## src/rtl/hpdl1414_scanner_if.sv

```systemverilog
// rtl/hpdl1414_scanner_if.sv - buffer read port and HPDL-1414 write bus bundle
interface hpdl1414_scanner_if;
  logic       o_read_enable;
  logic [3:0] o_read_address;
  logic [7:0] i_read_data;
  logic       o_caret_strobe;
  logic [6:0] o_hpdl_data;
  logic [1:0] o_hpdl_addr;
  logic [3:0] o_hpdl_wr_n;
  logic       o_busy;
  logic       o_frame_done;

  // Scanner side: drives the buffer read port and the display bus
  modport master (
    output o_read_enable, o_read_address, o_caret_strobe,
    output o_hpdl_data, o_hpdl_addr, o_hpdl_wr_n, o_busy, o_frame_done,
    input  i_read_data
  );

  // Buffer/display side
  modport slave (
    input  o_read_enable, o_read_address, o_caret_strobe,
    input  o_hpdl_data, o_hpdl_addr, o_hpdl_wr_n, o_busy, o_frame_done,
    output i_read_data
  );
endinterface

```

## src/rtl/hpdl1414_scanner.sv

```systemverilog
// rtl/hpdl1414_scanner.sv - refreshes four HPDL-1414 displays from the 16-entry buffer
module hpdl1414_scanner #(
  parameter int SETUP_CYCLES = 2,
  parameter int WR_CYCLES    = 4,
  parameter int HOLD_CYCLES  = 2,
  parameter int REFRESH_DIV  = 4096,
  parameter int BLINK_FRAMES = 64
) (
  input  logic                i_clk,
  input  logic                i_rst_n,
  hpdl1414_scanner_if.master  bus
);

  localparam int MAX_PHASE = (SETUP_CYCLES > WR_CYCLES)
                           ? ((SETUP_CYCLES > HOLD_CYCLES) ? SETUP_CYCLES : HOLD_CYCLES)
                           : ((WR_CYCLES > HOLD_CYCLES) ? WR_CYCLES : HOLD_CYCLES);
  localparam int PW = $clog2(MAX_PHASE + 1);
  localparam int RW = $clog2(REFRESH_DIV);
  localparam int BW = $clog2(BLINK_FRAMES + 1);

  typedef enum logic [2:0] {
    ST_IDLE,
    ST_READ,
    ST_LATCH,
    ST_SETUP,
    ST_STROBE,
    ST_HOLD
  } state_t;

  state_t        state;
  logic [3:0]    digit;
  logic [PW-1:0] phase_cnt;
  logic [RW-1:0] refresh_cnt;
  logic [BW-1:0] blink_cnt;
  logic          tick;
  logic          unused_read_msb;

  // Bit 7 of the buffer byte carries no character information
  assign unused_read_msb = bus.i_read_data[7];

  // Tick is the cycle in which the refresh counter wraps back to zero
  assign tick = (refresh_cnt == RW'(REFRESH_DIV - 1));

  // Map a 7-bit code onto the HPDL-1414 character set (0x20..0x5F, upper case only)
  function automatic logic [6:0] to_hpdl(input logic [6:0] c);
    if (c >= 7'h20 && c <= 7'h5F)
      return c;
    else if (c >= 7'h61 && c <= 7'h7A)
      return c - 7'h20;
    else
      return 7'h20;
  endfunction

  // Free-running refresh divider
  always_ff @(posedge i_clk or negedge i_rst_n) begin
    if (!i_rst_n)
      refresh_cnt <= '0;
    else if (tick)
      refresh_cnt <= '0;
    else
      refresh_cnt <= refresh_cnt + 1'b1;
  end

  // Digit sequencer with registered bus outputs and caret blink
  always_ff @(posedge i_clk or negedge i_rst_n) begin
    if (!i_rst_n) begin
      state              <= ST_IDLE;
      digit              <= '0;
      phase_cnt          <= '0;
      blink_cnt          <= '0;
      bus.o_read_enable  <= 1'b0;
      bus.o_read_address <= '0;
      bus.o_caret_strobe <= 1'b1;
      bus.o_hpdl_data    <= 7'h20;
      bus.o_hpdl_addr    <= '0;
      bus.o_hpdl_wr_n    <= 4'b1111;
      bus.o_busy         <= 1'b0;
      bus.o_frame_done   <= 1'b0;
    end else begin
      bus.o_frame_done <= 1'b0;
      case (state)
        ST_IDLE: begin
          if (tick) begin
            state              <= ST_READ;
            digit              <= '0;
            bus.o_read_enable  <= 1'b1;
            bus.o_read_address <= '0;
            bus.o_busy         <= 1'b1;
          end
        end
        ST_READ: begin
          bus.o_read_enable <= 1'b0;
          state             <= ST_LATCH;
        end
        ST_LATCH: begin
          // Data and address only ever change here, so every chip sees them settled
          bus.o_hpdl_data <= to_hpdl(bus.i_read_data[6:0]);
          bus.o_hpdl_addr <= 2'd3 - digit[1:0];
          phase_cnt       <= '0;
          state           <= ST_SETUP;
        end
        ST_SETUP: begin
          if (phase_cnt == PW'(SETUP_CYCLES - 1)) begin
            phase_cnt       <= '0;
            bus.o_hpdl_wr_n <= ~(4'b0001 << digit[3:2]);
            state           <= ST_STROBE;
          end else begin
            phase_cnt <= phase_cnt + 1'b1;
          end
        end
        ST_STROBE: begin
          if (phase_cnt == PW'(WR_CYCLES - 1)) begin
            phase_cnt       <= '0;
            bus.o_hpdl_wr_n <= 4'b1111;
            state           <= ST_HOLD;
          end else begin
            phase_cnt <= phase_cnt + 1'b1;
          end
        end
        ST_HOLD: begin
          if (phase_cnt == PW'(HOLD_CYCLES - 1)) begin
            phase_cnt <= '0;
            if (digit == 4'd15) begin
              state            <= ST_IDLE;
              digit            <= '0;
              bus.o_busy       <= 1'b0;
              bus.o_frame_done <= 1'b1;
              // Caret only flips at frame boundaries, never mid-frame
              if (blink_cnt == BW'(BLINK_FRAMES - 1)) begin
                blink_cnt          <= '0;
                bus.o_caret_strobe <= ~bus.o_caret_strobe;
              end else begin
                blink_cnt <= blink_cnt + 1'b1;
              end
            end else begin
              digit              <= digit + 1'b1;
              bus.o_read_enable  <= 1'b1;
              bus.o_read_address <= digit + 1'b1;
              state              <= ST_READ;
            end
          end else begin
            phase_cnt <= phase_cnt + 1'b1;
          end
        end
        default: state <= ST_IDLE;
      endcase
    end
  end

endmodule
```

## src/flat_wrapper.sv

```systemverilog
// flat-port wrapper written by rule: the top's interface ports become plain ports
module hpdl1414_scanner_flat 
#(
  parameter int SETUP_CYCLES = 2,
  parameter int WR_CYCLES    = 4,
  parameter int HOLD_CYCLES  = 2,
  parameter int REFRESH_DIV  = 4096,
  parameter int BLINK_FRAMES = 64
)
  (i_clk, i_rst_n, bus_o_read_enable, bus_o_read_address, bus_o_caret_strobe, bus_o_hpdl_data, bus_o_hpdl_addr, bus_o_hpdl_wr_n, bus_o_busy, bus_o_frame_done, bus_i_read_data);
  hpdl1414_scanner_if bus_i ();
  input  logic i_clk;
  input  logic i_rst_n;
  output wire logic [$bits(bus_i.o_read_enable)-1:0] bus_o_read_enable;
  output wire logic [$bits(bus_i.o_read_address)-1:0] bus_o_read_address;
  output wire logic [$bits(bus_i.o_caret_strobe)-1:0] bus_o_caret_strobe;
  output wire logic [$bits(bus_i.o_hpdl_data)-1:0] bus_o_hpdl_data;
  output wire logic [$bits(bus_i.o_hpdl_addr)-1:0] bus_o_hpdl_addr;
  output wire logic [$bits(bus_i.o_hpdl_wr_n)-1:0] bus_o_hpdl_wr_n;
  output wire logic [$bits(bus_i.o_busy)-1:0] bus_o_busy;
  output wire logic [$bits(bus_i.o_frame_done)-1:0] bus_o_frame_done;
  input wire logic [$bits(bus_i.i_read_data)-1:0] bus_i_read_data;
  assign bus_o_read_enable = bus_i.o_read_enable;
  assign bus_o_read_address = bus_i.o_read_address;
  assign bus_o_caret_strobe = bus_i.o_caret_strobe;
  assign bus_o_hpdl_data = bus_i.o_hpdl_data;
  assign bus_o_hpdl_addr = bus_i.o_hpdl_addr;
  assign bus_o_hpdl_wr_n = bus_i.o_hpdl_wr_n;
  assign bus_o_busy = bus_i.o_busy;
  assign bus_o_frame_done = bus_i.o_frame_done;
  assign bus_i.i_read_data = bus_i_read_data;
  hpdl1414_scanner #(.SETUP_CYCLES(SETUP_CYCLES), .WR_CYCLES(WR_CYCLES), .HOLD_CYCLES(HOLD_CYCLES), .REFRESH_DIV(REFRESH_DIV), .BLINK_FRAMES(BLINK_FRAMES)) u_core (.i_clk(i_clk), .i_rst_n(i_rst_n), .bus(bus_i));
endmodule
```

## config.mk

```make
export PLATFORM = sky130hd
export DESIGN_NAME = hpdl1414_scanner_flat
export DESIGN_NICKNAME = d
export VERILOG_FILES = /design/src/rtl/hpdl1414_scanner_if.sv /design/src/rtl/hpdl1414_scanner.sv /design/src/flat_wrapper.sv
export SDC_FILE = /design/constraint.sdc
export NUM_CORES = 1
export LEC_CHECK = 0
export ABC_CLOCK_PERIOD_IN_PS = 2350
export CAP_MARGIN = 20
export CORE_MARGIN = 2
export CORE_UTILIZATION = 56
export DETAILED_ROUTE_END_ITERATION = 10
export PLACE_DENSITY = 0.79
export SLEW_MARGIN = 30
export SYNTH_ARGS = -nofsm -noshare
export SYNTH_HDL_FRONTEND = slang
export SYNTH_SLANG_ARGS = --single-unit
```

## constraint.sdc

```tcl
create_clock -name i_clk -period 2.35 [get_ports i_clk]
set_clock_uncertainty 0.1 [all_clocks]
set_input_delay 0.47 -clock i_clk [delete_from_list [all_inputs] [get_ports i_clk]]
set_output_delay 0.47 -clock i_clk [all_outputs]
set_load 0.01 [all_outputs]
```

==> impl_metrics.json, run 1 <==
{
  "drv_slew": 0,
  "nets": 330,
  "postRouteWirelength_um": 5112,
  "setup_ws_ps": 192.2,
  "cp_slowest_cell": "clkdlybuf4s50_1",
  "wl_per_cell_um": 14.20,
  "initial_utilization_pct": 59.40,
  "post_dp_cell_area_mm2": 0.003094,
  "drc_errors": 0,
  "ys_top_cells_by_area": "dfrtp_1 42%, ha_1 6.2%, dfstp_2 6.0%",
  "cts_buffer_depth": 2,
  "synth_fp_nets": 285,
  "path_class": "input pin to register",
  "tightest_slew_ps": 599.7,
  "final_util_pct": 71.90,
  "status": "completed",
  "period_minus_slack_ps": 2158,
  "synthCells": 262,
  "drv_cap": 0,
  "crit_chain": "clkdlybuf4s50_1 > buf_4 > and3_1 > nor4b_1 > a2bb2oi_1 > buf_4 > nor2_1 > o21ai_0",
  "track_usage_pct": 21.13,
  "ys_seq_area_share_pct": 47.68,
  "gp_congestion": 0.9109,
  "async_flop_share_pct": 100.0,
  "hold_viol_final": 0,
  "final_cells": 360,
  "slew_headroom_pct": 59.71,
  "die_area_mm2": 0.005279,
  "required_ps": 2490,
  "synth_edf_count": 0,
  "cts_tree": "done",
  "viasPerCell": 5.825,
  "clk_pin_slew_ps": 100,
  "hpwl_um": 3818,
  "pin_count": 31,
  "num_rows": 24,
  "cpMostUsedCell": "buf_4",
  "dp_cells": 352,
  "antenna_found_initial": 0,
  "setup_viol": 0,
  "ctsRootBufferMaster": "clkbuf_8",
  "leakagePower_nw": 1.423,
  "final_common_cell": "dfrtp_1",
  "synth_top_area_share_pct": 41.71,
  "synth_flop_cell": "dfrtp_1",
  "cp_max_fo": 5,
  "powerDensity_mw_per_mm2": 460.7,
  "min_path_type": "input pin to async pin",
  "yosys_register_bits": 50,
  "grt_first_pass_wirelength_um": 8887,
  "critPathMaxStageDelay_ps": 550,
  "start_kind": "input pin",
  "synth_area_per_cell_um2": 10.08,
  "synth_cell_type_count": 55,
  "clk_latency_ps": 310,
  "cts.sink_count": 50,
  "synth_top_cell_by_area": "dfrtp_1",
  "cts_max_level": 2,
  "drt_iter0_markers": 95,
  "cts_buffers": 5,
  "syn_area_mm2": 0.002640,
  "postLayoutCellArea_mm2": 0.003196,
  "place_ws_ps": -151.2,
  "grt_pass1_vias": 2015,
  "area_growth_pct": 21.04,
  "fmax_ghz": 0.4634,
  "grt_max_degree": 28,
  "gr-total-overflow": 0,
  "final_cell_mix": "44 x dfrtp_1, 31 x nand2_1, 28 x clkdlybuf4s50_1",
  "drt_pre_antenna_iters": 4,
  "drive_above_1_share_pct": 15.58,
  "antenna_cells": 0,
  "die_h_um": 72.66,
  "num_vias": 2097,
  "peakVddDrop_uv": 306.1,
  "io_buffer_count": 29,
  "die_w_um": 72.66,
  "ant_nets": 0,
  "cts_setup_buffers": 0,
  "tns_ps": 0,
  "coreArea_mm2": 0.004444,
  "arrival_ps": 2290,
  "endpoint_kind": "register",
  "finalCritPeriodShare_pct": 91.82,
  "yosys_warnings": 0
}
synth_stat cells (2+ instances only):
| cell | number |
|---|---|
| dfrtp_1 | 44 |
| nand2_1 | 31 |
| o21ai_0 | 18 |
| nand3_1 | 14 |
| ha_1 | 13 |
| nor2_1 | 13 |
| a21oi_1 | 12 |
| inv_1 | 12 |
| nor3_1 | 7 |
| xnor2_1 | 7 |
| dfstp_2 | 6 |
| nand3b_1 | 6 |
| buf_2 | 5 |
| nor2b_1 | 5 |
| a22o_1 | 4 |
| and3_1 | 4 |
| xor2_1 | 4 |
| a31oi_1 | 3 |
| clkbuf_1 | 3 |
| o2bb2ai_1 | 3 |
| o31ai_1 | 3 |
| or3_1 | 3 |
| a21o_1 | 2 |
| a32o_1 | 2 |
| and2b_2 | 2 |
| mux2_2 | 2 |
| nand2b_1 | 2 |
| nand3_4 | 2 |
| nor4b_1 | 2 |
| o211ai_1 | 2 |
| or3b_2 | 2 |
critical path, delay by kind of cell:
kind	cells	cell delay, ps
AOI/OAI and AO/OA	2	450
and+or+nand+nor	3	520
buffers and inverters	3	860
sequential cells by signal (all words and copies together) (netlist names), 2 cells and up:
signal,cells
u_core.blink_cnt,7
u_core.refresh_cnt,12
u_core.digit,4
u_core.state,3
u_core.bus.o_hpdl_data,7
u_core.bus.o_hpdl_wr_n,4
u_core.bus.o_read_address,4
u_core.bus.o_hpdl_addr,2
u_core.phase_cnt,3
kinds of logic (layout without fill, tap and decap cells):
family,count (synthesis),count (layout),synth area share [%]
and+or+nand+nor,103,103,22.75
AOI/OAI and AO/OA,60,60,15.17
DFF,50,50,47.68
buffers and inverters,22,68,3.364
adders and majority gates,13,13,6.161
xor gates and xnor gates,11,11,3.649
muxes,3,3,1.232
power breakdown:
| part | leakage, nW | internal (W) | switching [W] | total (W) |
|---|---|---|---|---|
| clock network | 0.0491 | 0.000219 | 0.000307 | 0.000526 |
| registers | 0.631 | 0.000863 | 0.000000874 | 0.000864 |
| logic | 0.742 | 0.0000395 | 0.0000426 | 0.0000820 |
| total | 1.42 | 0.00112 | 0.000350 | 0.00147 |
repair_timing:
item / in CTS / in global routing
gates resized for setup: 0 / 1
hold endpoints to repair: 0 / 0
hold buffers: 0 / 0
endpoints found under the setup margin: 0 / 1
layer usage:
layer  vias to the layer above  wire length [um]  global-route usage (%)  part of all wire [%]
li1                       1034                 -                       -                     -
met1                      1013              2296                   27.02                    45
met2                        43              2525                   36.46                    49
met3                         7               234                   4.144                   4.6
met4                         0                56                   6.173                   1.1
met5                         -                 0                       0                     0
final timing paths:
check / end / cells past startpoint / slack, ps / startpoint
worst max-delay path: u_core.bus.o_hpdl_data[4] / 8 / 190 / bus_i_read_data[2]
worst min-delay path: u_core.refresh_cnt[10] / 1 / 40 / i_rst_n
worst max register to register: u_core.state[0] / 7 / 290 / u_core.phase_cnt[0]
worst min register to register: u_core.bus.o_hpdl_wr_n[3] / 2 / 360 / u_core.bus.o_hpdl_wr_n[3]
max in group asynchronous: u_core.bus.o_caret_strobe / 2 / 1530 / i_rst_n
min in group i_clk: u_core.bus.o_hpdl_wr_n[3] / 2 / 360 / u_core.bus.o_hpdl_wr_n[3]
layout make-up:
| type | instances | area, um^2 |
|---|---|---|
| clock buffer | 5 | 68.82 |
| clock inverter | 3 | 26.28 |
| fill | 331 | 1249 |
| inverter | 14 | 52.55 |
| multi-input combinational | 190 | 1299 |
| sequential | 50 | 1259 |
| tap | 52 | 65.06 |
| timing repair buffer | 46 | 425.4 |
metrics by stage:
step,power (W),hold slack (ps)
4_1_cts,0.001488,50.41
6_report,0.001472,36.78
3_5_place_dp,0.0009626,352.0
5_1_grt,0.001529,84.31
3_3_place_gp,0.0009612,349.5
2_1_floorplan,0.0008981,74.41
No activity file was read; power rests on OpenSTA's default activity.
==> inputs of run 2 (changes only) <==
--- a/config.mk
+++ b/config.mk
@@ -11,6 +11,7 @@
 export CORE_UTILIZATION = 56
 export DETAILED_ROUTE_END_ITERATION = 10
 export PLACE_DENSITY = 0.79
+export SKIP_LAST_GASP = 1
 export SLEW_MARGIN = 30
 export SYNTH_ARGS = -nofsm -noshare
 export SYNTH_HDL_FRONTEND = slang
==> results of run 2 <==
No change in the layout: final DEF, timing and power equal those of run 1.
==> RTL edit 1: new RTL, settings of run 2 <==
The 6 states of `state_t` get a one-hot encoding in 6 bits.
--- a/src/rtl/hpdl1414_scanner.sv
+++ b/src/rtl/hpdl1414_scanner.sv
@@ -18,13 +18,13 @@
   localparam int RW = $clog2(REFRESH_DIV);
   localparam int BW = $clog2(BLINK_FRAMES + 1);
 
-  typedef enum logic [2:0] {
-    ST_IDLE,
-    ST_READ,
-    ST_LATCH,
-    ST_SETUP,
-    ST_STROBE,
-    ST_HOLD
+  typedef enum logic [5:0] {
+    ST_IDLE   = 6'b000001,
+    ST_READ   = 6'b000010,
+    ST_LATCH  = 6'b000100,
+    ST_SETUP  = 6'b001000,
+    ST_STROBE = 6'b010000,
+    ST_HOLD   = 6'b100000
   } state_t;
 
   state_t        state;
Behaviour: no difference found for any inputs over 10 cycles, from zero or initial values and one cycle with i_rst_n low; not proved beyond that.
==> RTL edit 1 against run 2 <==
Area after synthesis is 1.5% higher; count of clock-buffer cells in the layout did not move; sequential cell count rose by 3; setup slack got worse by 120 ps; die area rose by 1.4%; cell area up 2.5%; routed wire length up 3.4%; combinational power grew 13%; clock power is 18% higher; worst hold slack better by 15 ps; sequential share of layout area up 1.4 points; non-clock buffer count is 4 higher; power is 11% higher; critical endpoint is now u_core.bus.o_hpdl_data[6].
==> RTL edit 1: results (changes against run 2) <==
cells_and_area:
  drive_above_1_share_pct: 16.67  # +1.1 points
  top_regs: "u_core.refresh_cnt x12, u_core.blink_cnt x7, u_core.bus.o_hpdl_data x7"
  nets: 338  # +2.4%
setup_path:
  r2r_cells: 5  # -2
  ff2ff_setup_slack_ps: 210  # -80 ps
  arrival_ps: 2410  # +120 ps
  crit_fanout: 2  # -3
  r2r-end: "u_core.bus.o_hpdl_wr_n[0]"
  r2r_start: "u_core.state[1]"
cts:
  clock_path_buffers: 2  # unchanged
  htree_levels: 2  # unchanged
  cts_setup_buffers: 0  # unchanged
  clk_latency_ps: 300
  clk_pin_slew_ps: 100  # about the same
  cts_buffers: 5  # unchanged
  cts_root_buf: "clkbuf_8"
status:
  outcome: "finished, final reports clean"
timing:
  worst_hold_slack_ps: 51.59  # +14.81 ps
  relSlewSlack_pct: 63.05  # +3.3 points
grt:
  met3_usage_pct: 3.039  # -1.1 points
  gr-usage-met2_pct: 35.74  # -0.73 points
  grt_max_degree: 54  # +93%
  grtUsageMet1_pct: 28.38  # +1.4 points
  grt_pass1_vias: 2014  # -0.050%
  antenna_found_initial: 0  # unchanged
  grt_pass1_wl_mm: 8.907  # +0.23%
  grt_usage_pct: 21.02  # -0.11 points
power_and_ir_drop:
  switching_share_pct: 21.34  # -2.5 points
  leakage_nw: 1.550  # +9.0%
  peakVddDrop_uv: 399.5  # +31%
placed_design:
  dpl.cell_count: 364  # +3.4%
  dp_hpwl_mm: 3.833  # +0.37%
  dp_slack_ps: -240.8  # -89.60 ps
  post_dp_cell_area_sq_um: 3163  # +2.2%
  gp_congestion: 0.8393  # -7.9%
  io_buffers: 29  # unchanged
routing:
  dr.pass1.iters: 4  # unchanged
  num_vias: 2126  # +1.4%
  drc_errors: 0  # unchanged
  wl_per_cell_um: 14.20  # about the same
  drt_first_iter_violations: 44  # -54%
  viasPerCell: 5.715  # -1.9%
synthesis:
  synth_common_cells: "46 x dfrtp_1, 40 x nand2_1, 19 x o21ai_0, 15 x nor2_1"
  yosys_warnings: 0  # unchanged
  syn_area_per_cell_sq_um: 9.926  # -1.5%
  ys_seq_area_share_pct: 49.81  # +2.1 points
  synth_nets: 291  # +2.1%
  synth.top_cells.by_area: "dfrtp_1 43%, dfstp_2 6.9%, nand2_1 5.6%"
  synthDistinctLibCells: 54  # -1.8%
flow_run:
  max_cap_violations: 0  # unchanged
min_path:
  hp-class: "in -> async"
-- RTL edit 1: critical path, cell delays in order --
cell and delay (ps):
clkdlybuf4s50_1 430, or4_4 550, buf_4 150, o22ai_1 100, a31o_2 130, or3b_2 430
a21oi_1 130
-- RTL edit 1: power groups by stage --
| stage | registers (mW) | logic, mW | clock network [mW] |
|---|---|---|---|
| 2_1_floorplan | 0.937 | 0.0244 | 0 |
| 6_report | 0.918 | 0.0924 | 0.619 |
| 4_1_cts | 0.918 | 0.0941 | 0.630 |
| 5_1_grt | 0.919 | 0.104 | 0.665 |
| 3_3_place_gp | 0.936 | 0.0929 | 0 |
| 3_5_place_dp | 0.936 | 0.0936 | 0 |
-- RTL edit 1: through the flow --
stage	power (mW)	util (%)	TNS (ps)
global placement	1.029	67.87	-1187
floorplan	0.9616	-	0
finish	1.630	70.28	0
global route	1.688	70.28	0
detailed placement	1.029	67.87	-1441
CTS	1.643	70.28	0
-- RTL edit 1: per-layer routing --
layer	up-vias	routed length, um
li1	1051	-
met5	-	0
met1	1041	2543
met2	30	2551
met4	0	38
met3	4	152
-- RTL edit 1: how the worst max path moves through the flow --
stage	start	to	slack (ps)	cells after the start
2_1_floorplan	bus_i_read_data[1]	u_core.bus.o_hpdl_data[5]	270	5
3_3_place_gp	bus_i_read_data[1]	u_core.bus.o_hpdl_data[5]	-210	6
3_5_place_dp	bus_i_read_data[1]	u_core.bus.o_hpdl_data[6]	-240	7
4_1_cts	bus_i_read_data[1]	u_core.bus.o_hpdl_data[6]	80	7
5_1_grt	bus_i_read_data[1]	u_core.bus.o_hpdl_data[6]	10	7
6_report	bus_i_read_data[1]	u_core.bus.o_hpdl_data[6]	80	7
-- RTL edit 1: area by class of cell --
class,count,area [sq um]
fillers,383,1385
multi-input cells,197,1267
inverters,10,37.54
well taps,54,67.56
clock buffers,5,68.82
repair buffers,50,455.4
clock inverters,3,43.79
flip-flops and latches,53,1335
-- RTL edit 1: logic make-up (layout without fill, tap and decap cells) --
logic type,count (synthesis),count (layout),synth area share (%)
adders and majority gates,11,11,5.135
buffers and inverters,20,68,2.894
DFF,53,53,49.81
and+or+nand+nor,108,108,21.06
xor gates and xnor gates,14,14,4.575
AOI/OAI and AO/OA,63,63,16.11
muxes,1,1,0.4201
==> RTL edit 2: new RTL, config.mk and constraints of run 2 <==
Made on the original files. `REFRESH_DIV` is set to 4096 in 2 places; all go to 1024.
--- a/src/rtl/hpdl1414_scanner.sv
+++ b/src/rtl/hpdl1414_scanner.sv
@@ -3,7 +3,7 @@
   parameter int SETUP_CYCLES = 2,
   parameter int WR_CYCLES    = 4,
   parameter int HOLD_CYCLES  = 2,
-  parameter int REFRESH_DIV  = 4096,
+  parameter int REFRESH_DIV  = 1024,
   parameter int BLINK_FRAMES = 64
 ) (
   input  logic                i_clk,
--- a/src/flat_wrapper.sv
+++ b/src/flat_wrapper.sv
@@ -4,7 +4,7 @@
   parameter int SETUP_CYCLES = 2,
   parameter int WR_CYCLES    = 4,
   parameter int HOLD_CYCLES  = 2,
-  parameter int REFRESH_DIV  = 4096,
+  parameter int REFRESH_DIV  = 1024,
   parameter int BLINK_FRAMES = 64
 )
   (i_clk, i_rst_n, bus_o_read_enable, bus_o_read_address, bus_o_caret_strobe, bus_o_hpdl_data, bus_o_hpdl_addr, bus_o_hpdl_wr_n, bus_o_busy, bus_o_frame_done, bus_i_read_data);
Check against the original RTL: no difference found for any inputs over 10 cycles, from zero or initial values and one cycle with i_rst_n low; that may be too few to reach the edited logic, so the function may still have changed.
==> RTL edit 2 against run 2 <==
Routed wire length decreased by 8.7%; sequential power decreased by 4.1%; setup slack gained 54 ps; synthesized cell count down 5.0%; via count down 6.2%; sequential share of layout area increased by 0.73 points; first-iteration DRC count is 25% higher; cell area fell by 5.7%; area after synthesis down 4.5%; sequential cell count fell by 2; power is 3.9% lower; die area fell by 4.2%; register-to-register slack better by 130 ps; critical endpoint is now u_core.bus.o_hpdl_data[6].
==> RTL edit 2: results (changes against run 2) <==
cts:
  cts_setup_buffers: 0  # unchanged
  htree_levels: 2  # unchanged
  clock_path_buffers: 2  # unchanged
  cts_buffers: 5  # unchanged
  cts_resized: 0  # unchanged
  clk_pin_slew_ps: 90
  clk_latency_ps: 300
  cts_root_buf: "clkbuf_8"
setup_path:
  r2r_cells: 9  # +2
  crit_fanout: 6  # +1
  critPathLaunch: "bus_i_read_data[2]"
  ff2ff_setup_slack_ps: 420  # +130 ps
  r2r-end: "u_core.blink_cnt[5]"
  endpoint: "u_core.bus.o_hpdl_data[6]"
  arrival_ps: 2240  # -50 ps
  r2r_start: "u_core.phase_cnt[1]"
cells_and_area:
  top_regs: "u_core.refresh_cnt x10, u_core.blink_cnt x7, u_core.bus.o_hpdl_data x7"
  drive_above_1_share_pct: 12.46  # -3.1 points
  diodes: 0  # unchanged
  nets: 311  # -5.8%
  final_cell_count_no_fill: 341  # -5.3%
routing:
  num_vias: 1967  # -6.2%
  dr.pass1.iters: 4  # unchanged
  drt_first_iter_violations: 119  # +25%
  wl_per_cell_um: 13.69  # -3.6%
grt:
  grt_max_degree: 27  # -3.6%
  grt_pass1_wl_mm: 8.390  # -5.6%
  grt_pass1_vias: 1871  # -7.1%
  antenna_found_initial: 0  # unchanged
  grt_usage_pct: 20.55  # -0.58 points
synthesis:
  synth_nets: 272  # -4.6%
  synth_common_cells: "42 x dfrtp_1, 33 x nand2_1, 19 x o21ai_0, 13 x ha_1, 11 x nand3_1"
  synth-async-reset-ratio_pct: 100.0  # unchanged
  ys_seq_area_share_pct: 47.92  # +0.24 points
  yosys_warnings: 0  # unchanged
  synth.top_cells.by_area: "dfrtp_1 42%, ha_1 6.4%, dfstp_2 6.3%"
  synthCells: 249  # -5.0%
  synthDistinctLibCells: 54  # -1.8%
timing:
  worst_hold_slack_ps: 30.78  # -6.002 ps
  post-route-min-period_ps: 2103  # -54.36 ps
  relSlewSlack_pct: 53.17  # -6.5 points
placed_design:
  dp_hpwl_mm: 3.421  # -10%
  dpl.cell_count: 333  # -5.4%
  dp_slack_ps: -42.88  # +108.3 ps
  io_buffers: 29  # unchanged
  post_dp_cell_area_sq_um: 2915  # -5.8%
  gp_congestion: 0.7976  # -12%
power_and_ir_drop:
  peakVddDrop_uv: 274.2  # -10%
  leakage_nw: 1.354  # -4.8%
min_path:
  hp-class: "in -> async"
status:
  outcome: "finished, final reports clean"
[RTL edit 2: changes by cell type in the layout (fill, tap and decap cells not counted), moves of 3 or more]
cell | run 2 | this run
nor2_1 | 13 | 10
buf_4 | 16 | 8
nand3_1 | 14 | 11
o2bb2ai_1 | 3 | 0
nor4_1 | 0 | 4
a21oi_1 | 12 | 8
or3_1 | 3 | 0
a21o_1 | 2 | 5
[RTL edit 2: kinds of logic after synthesis]
| logic type | Yosys count | share of synthesized area, % |
|---|---|---|
| adders and majority gates | 13 | 6.449 |
| muxes | 3 | 1.290 |
| DFF | 48 | 47.92 |
| xor gates and xnor gates | 11 | 3.820 |
| buffers and inverters | 17 | 3.125 |
| AOI/OAI and AO/OA | 56 | 15.03 |
| and+or+nand+nor | 101 | 22.37 |
[RTL edit 2: metal layers]
layer / track usage [%] / share of wire, % / up-vias
li1: - / - / 973
met4: 6.918 / 1.2 / 0
met2: 33.33 / 47 / 48
met3: 3.276 / 4.5 / 6
met1: 28.37 / 47 / 940
met5: 0 / 0 / -
[RTL edit 2: final cells by class]
type / count / area, sq um
fill: 331 / 1341
multi-input combinational: 184 / 1235
sequential: 48 / 1209
timing repair buffer: 38 / 365.4
clock buffer: 6 / 82.58
tap: 52 / 65.06
inverter: 11 / 41.29
clock inverter: 2 / 15.01
[RTL edit 2: critical path: stages]
cell	delay, ps
clkdlybuf4s50_1	490
nor4_1	390
a31oi_1	160
o21ai_2	210
or4b_1	450
nand3_1	80
[RTL edit 2: power breakdown]
group          switching [mW]  internal [mW]  total, mW
combinational          0.0391         0.0311     0.0702
clock                   0.277          0.238      0.515
sequential            0.00109          0.828      0.829
total                   0.317           1.10       1.41
